===== src/rtl/bcd_pkg.sv =====
// bcd_pkg -- shared BCD helpers for the clock-field counters.
//   BCD_DIGIT_W : width of one BCD digit (4).
//   dec_to_bcd  : elaboration-time decimal -> packed BCD conversion.
//   bcd_valid   : 1 when every nibble of the vector is 0..9.
// Vectors are carried as a fixed 16-digit container; callers zero-extend
// or slice to their own width.
package bcd_pkg;

    localparam int BCD_DIGIT_W    = 4;
    localparam int BCD_MAX_DIGITS = 16;

    typedef logic [BCD_DIGIT_W*BCD_MAX_DIGITS-1:0] bcd_vec_t;

    function automatic bcd_vec_t dec_to_bcd(input int value, input int digits);
        bcd_vec_t r;
        int v;
        r = '0;
        v = value;
        for (int i = 0; i < BCD_MAX_DIGITS; i++) begin
            if (i < digits) begin
                r[i*BCD_DIGIT_W +: BCD_DIGIT_W] = 4'(v % 10);
                v = v / 10;
            end
        end
        return r;
    endfunction

    // Zero nibbles are valid, so a zero-extended narrower vector checks cleanly.
    function automatic logic bcd_valid(input bcd_vec_t vec);
        logic ok;
        ok = 1'b1;
        for (int i = 0; i < BCD_MAX_DIGITS; i++) begin
            if (vec[i*BCD_DIGIT_W +: BCD_DIGIT_W] > 4'd9) ok = 1'b0;
        end
        return ok;
    endfunction

endpackage


===== src/rtl/bcd_digit.sv =====
// bcd_digit -- one combinational BCD digit cell of the counter chain.
//   d      in  4  current digit (may be non-BCD after an unchecked load)
//   inc_in in  1  increment this digit (carry from the lower digit)
//   dec_in in  1  decrement this digit (borrow from the lower digit)
//   norm   out 4  digit with any non-BCD value clamped to 9
//   q      out 4  stepped digit (norm when neither inc_in nor dec_in)
//   co     out 1  carry out: incremented past 9
//   bo     out 1  borrow out: decremented past 0
// inc_in and dec_in are never asserted together by the top level.
module bcd_digit
    import bcd_pkg::*;
(
    input  logic [BCD_DIGIT_W-1:0] d,
    input  logic                   inc_in,
    input  logic                   dec_in,
    output logic [BCD_DIGIT_W-1:0] norm,
    output logic [BCD_DIGIT_W-1:0] q,
    output logic                   co,
    output logic                   bo
);

    always_comb begin
        // A non-BCD digit steps as if it held 9.
        norm = (d > 4'd9) ? 4'd9 : d;
        q    = norm;
        co   = 1'b0;
        bo   = 1'b0;
        if (inc_in) begin
            if (norm == 4'd9) begin
                q  = 4'd0;
                co = 1'b1;
            end else begin
                q = norm + 4'd1;
            end
        end else if (dec_in) begin
            if (norm == 4'd0) begin
                q  = 4'd9;
                bo = 1'b1;
            end else begin
                q = norm - 4'd1;
            end
        end
    end

endmodule


===== src/rtl/bcd_mod_counter.sv =====
// bcd_mod_counter -- N-digit BCD up/down counter with programmable modulus
// [MIN_VAL, MAX_VAL], RTC load path and chainable carry/borrow pulses.
// Optional load range/BCD checker: define BCD_COUNTER_LOAD_CHECK_EN.
// Ports:
//   clk      in  1         clock, rising edge
//   reset    in  1         synchronous active-high reset (out <- MIN_VAL)
//   enable   in  1         0 = load dato_rtc every cycle, 1 = count
//   dato_rtc in  4*DIGITS  BCD load value
//   up/down  in  1         user step requests
//   tick     in  1         timekeeping increment (prescaler or prior carry)
//   out      out 4*DIGITS  registered BCD count
//   carry    out 1         pulse: wrapped MAX_VAL -> MIN_VAL on increment
//   borrow   out 1         pulse: wrapped MIN_VAL -> MAX_VAL on decrement
//   load_err out 1         pulse: load rejected (checker builds only)
module bcd_mod_counter
    import bcd_pkg::*;
#(
    parameter int DIGITS  = 2,
    parameter int MIN_VAL = 0,
    parameter int MAX_VAL = 23
) (
    input  logic                          clk,
    input  logic                          reset,
    input  logic                          enable,
    input  logic [BCD_DIGIT_W*DIGITS-1:0] dato_rtc,
    input  logic                          up,
    input  logic                          down,
    input  logic                          tick,
    output logic [BCD_DIGIT_W*DIGITS-1:0] out,
    output logic                          carry,
    output logic                          borrow,
    output logic                          load_err
);

    localparam int W = BCD_DIGIT_W * DIGITS;

    // Packed BCD compares order the same as the decimal values they encode.
    localparam logic [W-1:0] MIN_BCD = W'(dec_to_bcd(MIN_VAL, DIGITS));
    localparam logic [W-1:0] MAX_BCD = W'(dec_to_bcd(MAX_VAL, DIGITS));

    logic inc, dec;
    assign inc = (up | tick) & ~down;
    assign dec = down & ~up & ~tick;

    logic [DIGITS-1:0][BCD_DIGIT_W-1:0] cur, norm, stepped;
    logic [DIGITS:0]                    cin, bin;

    assign cur    = out;
    assign cin[0] = inc;
    assign bin[0] = dec;

    genvar g;
    generate
        for (g = 0; g < DIGITS; g++) begin : g_digit
            bcd_digit u_digit (
                .d      (cur[g]),
                .inc_in (cin[g]),
                .dec_in (bin[g]),
                .norm   (norm[g]),
                .q      (stepped[g]),
                .co     (cin[g+1]),
                .bo     (bin[g+1])
            );
        end
    endgenerate

    logic [W-1:0] norm_v, step_v;
    assign norm_v = norm;
    assign step_v = stepped;

    // Whole-value wrap decisions. The >=/<= forms also catch out-of-range
    // values left by an unchecked load; the chain overflow terms only matter
    // if the modulus spans the full digit range.
    logic wrap_inc, wrap_dec;
    assign wrap_inc = (norm_v >= MAX_BCD) | cin[DIGITS];
    assign wrap_dec = (norm_v <= MIN_BCD) | bin[DIGITS];

    logic load_bad;
`ifdef BCD_COUNTER_LOAD_CHECK_EN
    assign load_bad = !bcd_valid(bcd_vec_t'(dato_rtc))
                    || (dato_rtc < MIN_BCD) || (dato_rtc > MAX_BCD);
`else
    assign load_bad = 1'b0;
`endif

    always_ff @(posedge clk) begin
        if (reset) begin
            out      <= MIN_BCD;
            carry    <= 1'b0;
            borrow   <= 1'b0;
            load_err <= 1'b0;
        end else if (!enable) begin
            carry    <= 1'b0;
            borrow   <= 1'b0;
            load_err <= load_bad;
            if (!load_bad) out <= dato_rtc;
        end else begin
            carry    <= 1'b0;
            borrow   <= 1'b0;
            load_err <= 1'b0;
            if (inc) begin
                if (wrap_inc) begin
                    out   <= MIN_BCD;
                    carry <= 1'b1;
                end else begin
                    out <= step_v;
                end
            end else if (dec) begin
                if (wrap_dec) begin
                    out    <= MAX_BCD;
                    borrow <= 1'b1;
                end else begin
                    out <= step_v;
                end
            end
        end
    end

endmodule


===== config.mk =====
export PLATFORM = sky130hd
export DESIGN_NAME = bcd_mod_counter
export DESIGN_NICKNAME = d
export VERILOG_FILES = /design/src/rtl/bcd_pkg.sv /design/src/rtl/bcd_digit.sv /design/src/rtl/bcd_mod_counter.sv
export SDC_FILE = /design/constraint.sdc
export NUM_CORES = 1
export LEC_CHECK = 0
export CAP_MARGIN = 20
export CELL_PAD_IN_SITES_DETAIL_PLACEMENT = 1
export CELL_PAD_IN_SITES_GLOBAL_PLACEMENT = 1
export CORE_UTILIZATION = 36
export DETAILED_ROUTE_END_ITERATION = 16
export PLACE_DENSITY = 0.82
export SLEW_MARGIN = 20
export SYNTH_ARGS = -nofsm -noshare
export SYNTH_HDL_FRONTEND = slang
export SYNTH_SLANG_ARGS = --single-unit

===== constraint.sdc =====
create_clock -name clk -period 4.3 [get_ports clk]
set_input_delay 0.645 -clock clk [delete_from_list [all_inputs] [get_ports clk]]
set_output_delay 0.645 -clock clk [all_outputs]
set_load 0.03 [all_outputs]

==> out/results.ini, run 1 <==
[worst_setup_path]
worst-path-stages=1
cp-end-kind=output pin
cpMaxStageDelayCell=clkdlybuf4s50_1
max_stage_delay_ps=760
startpoint_type=flip-flop
rrSetupSlack_ps=2310
critPathMaxFanout=14
reg2reg_to=out[3]
reg2regPathDepth=5
crit_start=out[1]
crit_chain=clkdlybuf4s50_1
cp_data_required_time_ps=3650
reg2reg_from=out[1]
worstSetupPathType=reg -> out
cp_top_family=buffers and inverters
critical_path_arrival_ps=1640
crit_end=out[1]
critPathBufInv=1

[floorplanning]
io-pin-count=25
initial_core_util=0.387
rows=17
die_w_um=51.2
die_h_um=51.2
core_um2=2250
dieArea_um2=2620

[sta]
grt_setup_unrepaired=false
drv_slew=0
skew_ps=2.07
finalCriticalPeriod_ps=2280
setup_viol=0
worst_pin_slew_ps=758
setup-tns-final_ps=0
hold_violations=0
fin_ws_ps=2020
period_share=0.531
clock.fmax_mhz=438
slew-limit-headroom=0.490

[grt]
antenna_found_initial=0
grt_max_degree=15
grt_pass1_vias=894
track_usage=0.219
grt_pass1_wl_um=4220
overflow=0

[route]
avgRoutedWirePerCell_um=16.0
firstDrtPassIters=4
wl_um=2570
viasPerCell=6.11
vias=977
drt_iter0_markers=17
drc=0
ant_nets=0

[finish]
nNetsFinal=147
fin_area_um2=1120
layout_common_cells=23 x clkdlybuf4s50_1, 11 x nor2_1, 10 x dfxtp_1
drive_gt1_frac=0.0909
diodes=0
fin_util=0.498
final_common_cell=clkdlybuf4s50_1
synthToLayoutAreaGrowth_pct=28.7

[cts]
cts_htree_levels=1
cts_buffers=3
clock_sinks=10
cts_resized=0
cts_root_buf=clkbuf_4
clockBufferDepth=2
post-cts-setup-buffer-count=0
hold_buffers=0
cts_tree=yes
path_clk_slew_ps=70
clock_latency_ps=280

[yosys]
synth_top_area_frac=0.230
synthSimpleGateAreaFrac=0.296
avgSynthCellArea_um2=7.58
post-synth-top-area-cell=dfxtp_1
post_synth_inst_count=115
yosysSeqAreaShare=0.230
synth_flop_cell=dfxtp_1
async_reset_ff_frac=0
synth_top_family_by_area=compound AO/OA/AOI/OAI gates
synth-edff-count=0
netlist_area_um2=872
synthMuxAreaShare=0
ys_warn_count=0
synth_xor_area_frac=0.0301
ys_types=47
synth_compound_area_frac=0.364
ys_ff_latch=10
synth_fa_ha_area_frac=0
synthTopCellsByArea=dfxtp_1 23%, nor2_1 4.7%, nor4_2 4.3%
synth_nets=129

[pwr]
powerDensity_nw_per_um2=297
p_leak_nw=0.370
power_mw=0.333
peakVddDrop_mv=0.183

[place]
dpl.hpwl_um=1890
io_buffers=23
gp_congestion=0.851
placed_cell_area_um2=1090
post-place-ws_ps=1770

[min_path]
hold_class=reg -> reg

[run]
maxCapViolations=0

[run_status]
status=finished, final reports clean

cell type report:
class                           count  area (um^2)
Timing Repair Buffer               23          230
Clock buffer                        4         36.3
Multi-Input combinational cell     91          606
Sequential cell                    10          200
Fill cell                         299         1130
Tap cell                           28         35.0
Inverter                            4         15.0
where the power goes:
group          total, mW  internal [mW]  switching (mW)
clock             0.0899         0.0516          0.0383
combinational      0.123         0.0551          0.0675
sequential         0.121          0.100          0.0207
total              0.333          0.207           0.127
cell families after synthesis:
| group | after synthesis |
|---|---|
| buf+inv | 14 |
| xor+xnor | 3 |
| compound gates | 41 |
| simple gates | 46 |
| other cells | 1 |
| flops | 10 |
cell usage after synthesis, drive strengths merged (3+ instances only):
cell / count
xnor2: 3
nor4: 4
or3: 3
nand3: 6
buf: 4
nand2: 8
nor2: 11
o21a: 3
a211oi: 4
o21ai: 5
inv: 4
clkbuf: 6
nor3: 5
a21oi: 7
dfxtp: 10
worst min-delay path by stage:
stage	startpoint	cells past startpoint	endpoint
CTS	out[7]	1	borrow
global route	out[7]	1	borrow
finish	out[7]	1	borrow
floorplan	out[7]	1	borrow
global placement	out[7]	1	borrow
detailed placement	out[7]	1	borrow
flip-flops by register name, indices dropped and copies added (netlist names):
signal / cells
out: 8
borrow: 1
carry: 1
per-stage QoR:
stage | std cells | hold slack [ps]
2_1_floorplan | 115 | 664
3_3_place_gp | 156 | 550
3_5_place_dp | 156 | 558
4_1_cts | 160 | 569
5_1_grt | 160 | 611
6_report | 160 | 565
layer usage:
layer / share of wire / global-route usage / up-vias / wire, um
met5: 0 / 0 / - / 0
met4: 0.014 / 0.0811 / 0 / 35
met3: 0.046 / 0.0357 / 2 / 117
met2: 0.47 / 0.351 / 28 / 1200
met1: 0.47 / 0.293 / 471 / 1210
li1: - / - / 476 / -
No activity file was read; power rests on OpenSTA's default activity.
==> run 2: changes to the inputs <==
CORE_UTILIZATION = 30   (was 36)
PLACE_DENSITY = 0.73   (was 0.82)
clock period = 2.1 ns   (was 4.3 ns; I/O delays follow)
==> out/results.ini, run 2 (same netlist as run 1, synthesis figures left out) <==
[run_status]
status=finished, final reports clean

[min_path]
hold_class=reg -> reg
min_path_cells=1

[sta]
period_share=0.926
grt_setup_unrepaired=false
worst_pin_slew_ps=536
slew-limit-headroom=0.640
skew_ps=4.53
drv_slew=0
setup_viol=0
hold_violations=0
finalCriticalPeriod_ps=1940
clock.fmax_mhz=514

[grt]
antenna_found_initial=0
grt_max_degree=13
grt_pass1_wl_um=5180
grt_pass1_vias=1064
overflow=0
track_usage=0.211

[cts]
path_clk_slew_ps=80
cts_tree=yes
clockBufferDepth=2
cts_root_buf=clkbuf_4
cts_htree_levels=1
cts_buffers=3
clock_sinks=10
clock_latency_ps=280

[finish]
reg_top3=out (8), borrow (1), carry (1)
final_common_cell=clkdlybuf4s50_1
top_register=out
largest_register_ffs=8
diodes=0
synthToLayoutAreaGrowth_pct=39.3
layout_common_cells=23 x clkdlybuf4s50_1, 11 x nor2_1, 11 x buf_4
drive_gt1_frac=0.168
fin_area_um2=1210
nNetsFinal=158

[pwr]
power_mw=0.717
p_leak_nw=0.426
powerDensity_nw_per_um2=590
peakVddDrop_mv=0.322

[worst_setup_path]
startpoint_type=input pin
critical_path_arrival_ps=2130
cp-end-kind=flip-flop
max_stage_delay_ps=580
critPathMaxFanout=8
cpMaxStageDelayCell=clkdlybuf4s50_1
cp_data_required_time_ps=2290
reg2regPathDepth=5
worstSetupPathType=in -> reg
crit_chain=clkdlybuf4s50_1, buf_4, o21bai_4, a41o_1, a21oi_2, o21ai_1, a221oi_2

[floorplanning]
die_h_um=55.9
io-pin-count=25
die_w_um=55.9
initial_core_util=0.316
dieArea_um2=3130
rows=19
core_um2=2760

[route]
drt_iter0_markers=32
avgRoutedWirePerCell_um=17.7
drc=0
viasPerCell=5.93
ant_nets=0
wl_um=3080
firstDrtPassIters=4
vias=1032

[place]
dpl.hpwl_um=2320
gp_congestion=0.906
io_buffers=23
placed_cell_area_um2=1170

[run]
maxCapViolations=0

==> run 2: cell count changes in the layout (fill, tap and decap cells not counted) <==
cell / before / now
buf_4: 0 / 11
nor4b_1: 1 / 0
nor4b_2: 0 / 1
==> run 2: final cells by class <==
class / count / area (um^2)
repair buffers: 34 / 313
well taps: 31 / 38.8
inverters: 4 / 15.0
clock buffers: 4 / 36.3
multi-input cells: 91 / 612
flip-flops and latches: 10 / 200
fillers: 355 / 1540
==> run 2: worst paths after layout <==
kind | slack [ps] | end | from
min | 600 | borrow | out[7]
min reg2reg | 600 | borrow | out[7]
max reg2reg | 200 | out[3] | out[0]
max | 160 | out[3] | tick
==> run 2: timing repair <==
action                                  CTS  global route
resized for setup                         0             1
endpoints found under the setup margin    0             2
hold buffers                              0             0
setup buffers                             0             0
==> run 2: worst max-delay path, delay by kind of cell <==
family / cells / cell delay, ps
buffers and inverters: 2 / 740
AOI/OAI and AO/OA: 5 / 1060
==> run 2: per-stage QoR <==
stage                     utilization  setup slack [ps]  instances  hold slack, ps  setup TNS (ps)
after CTS                       0.438               164        174             601               0
after global placement          0.425             -22.7        170             572           -23.8
final                           0.441               155        174             603               0
after detailed placement        0.425              -134        170             567            -390
after floorplan                     -               217        115             467               0
after global routing            0.441              31.3        174             628               0
==> run 2: per-layer routing <==
| layer | global-route usage | vias to the layer above | wire (um) |
|---|---|---|---|
| li1 | - | 499 | - |
| met1 | 0.273 | 496 | 1390 |
| met2 | 0.348 | 29 | 1490 |
| met3 | 0.0256 | 8 | 129 |
| met4 | 0.105 | 0 | 71 |
| met5 | 0 | - | 0 |
==> run 2: report_power, final <==
part           total [mW]  internal (mW)  switching (mW)
clock network       0.187          0.106          0.0811
logic               0.295          0.132           0.163
registers           0.235          0.205          0.0302
total               0.717          0.442           0.274
==> run 3: changes to the inputs <==
CORE_MARGIN = 2   (was not set)
MAX_ROUTING_LAYER = met4   (was not set)
==> out/results.ini, run 3 (same netlist as run 1, synthesis figures left out) <==
[grt]
grt_pass1_wl_um=5080
antenna_found_initial=0
overflow=0
track_usage=0.201
grt_pass1_vias=1044
grt_max_degree=13

[worst_setup_path]
critical_path_arrival_ps=1630
worstSetupPathType=reg -> out
cp-end-kind=output pin
reg2regPathDepth=5
max_stage_delay_ps=760
critPathBufInv=1
startpoint_type=flip-flop
rrSetupSlack_ps=180
cp_data_required_time_ps=1780
cp_top_family=buffers and inverters
reg2reg_to=out[2]
cpMaxStageDelayCell=clkdlybuf4s50_1
reg2reg_from=out[0]
crit_chain=clkdlybuf4s50_1
critPathMaxFanout=12

[place]
io_buffers=23
dpl.hpwl_um=2260
dp_cells=169
placed_cell_area_um2=1160
gp_congestion=0.866
post-place-ws_ps=-76.6

[cts]
clock_latency_ps=270
cts_htree_levels=1
post-cts-setup-buffer-count=0
clock_sinks=10
cts_buffers=3
cts_root_buf=clkbuf_4
clockBufferDepth=2
path_clk_slew_ps=80
cts_tree=yes
hold_buffers=0

[sta]
clock.fmax_mhz=515
setup-tns-final_ps=0
skew_ps=4.87
grt_setup_unrepaired=false
hold_violations=0
period_share=0.924
worst_hold_slack_ps=600
worst_pin_slew_ps=507
finalCriticalPeriod_ps=1940
slew-limit-headroom=0.659
drv_slew=0
setup_viol=0
fin_ws_ps=159

[finish]
drive_gt1_frac=0.155
fin_area_um2=1210
multi_input_area_um2=614
layout_common_cells=23 x clkdlybuf4s50_1, 11 x nor2_1, 10 x dfxtp_1, 10 x buf_4, 8 x nand2_1
fill_cells=346
largest_register_ffs=8
fin_util=0.439
nNetsFinal=157
final_common_cell=clkdlybuf4s50_1
reg_top3=out (8), borrow (1), carry (1)
final_cells=173
top_register=out
regArea_um2=200
diodes=0
synthToLayoutAreaGrowth_pct=38.7

[min_path]
min_path_cells=1
hold_start=out[7]
worstHoldEndpoint=borrow
hold_class=reg -> reg

[route]
wl_um=3020
firstDrtPassIters=4
vias=1023
drc=0
viasPerCell=5.91
drt_iter0_markers=19
avgRoutedWirePerCell_um=17.5
ant_nets=0

[floorplanning]
io-pin-count=25
initial_core_util=0.316
die_h_um=57.9
core_um2=2760
die_w_um=57.9
dieArea_um2=3350
rows=19

[pwr]
p_leak_nw=0.422
peakVddDrop_mv=0.305
powerDensity_nw_per_um2=589
power_mw=0.712

[run_status]
status=finished, final reports clean

[run]
maxCapViolations=0

run 3: cell count changes in the layout (fill, tap and decap cells not counted), sizes merged:
cell / delta
buf: -1
run 3: worst max path at each step:
stage,startpoint,endpoint,depth (start not counted)
6_report,out[0],out[0],1
3_5_place_dp,up,out[6],6
3_3_place_gp,up,out[6],6
5_1_grt,up,out[5],6
2_1_floorplan,out[2],out[1],6
4_1_cts,out[0],out[6],5
run 3: metal layers:
| layer | GRT usage | part of all wire | vias to the layer above |
|---|---|---|---|
| met5 | - | 0 | - |
| met4 | 0.0797 | 0.013 | 0 |
| met3 | 0.0201 | 0.038 | 4 |
| met2 | 0.331 | 0.49 | 27 |
| met1 | 0.253 | 0.46 | 492 |
| li1 | - | - | 500 |
run 3: power breakdown:
group / switching, mW / internal, mW
Sequential: 0.0349 / 0.205
Combinational: 0.162 / 0.132
Clock: 0.0739 / 0.105
Total: 0.271 / 0.442
run 3: repair_timing:
action	in CTS	in global routing
setup endpoints to repair	0	2
resized for setup	0	1
endpoints found under the hold margin	0	0
run 3: cell type report:
class / count / area share
well taps: 31 / 0.0321
inverters: 4 / 0.0124
repair buffers: 33 / 0.252
clock buffers: 4 / 0.0300
flip-flops and latches: 10 / 0.165
multi-input cells: 91 / 0.508
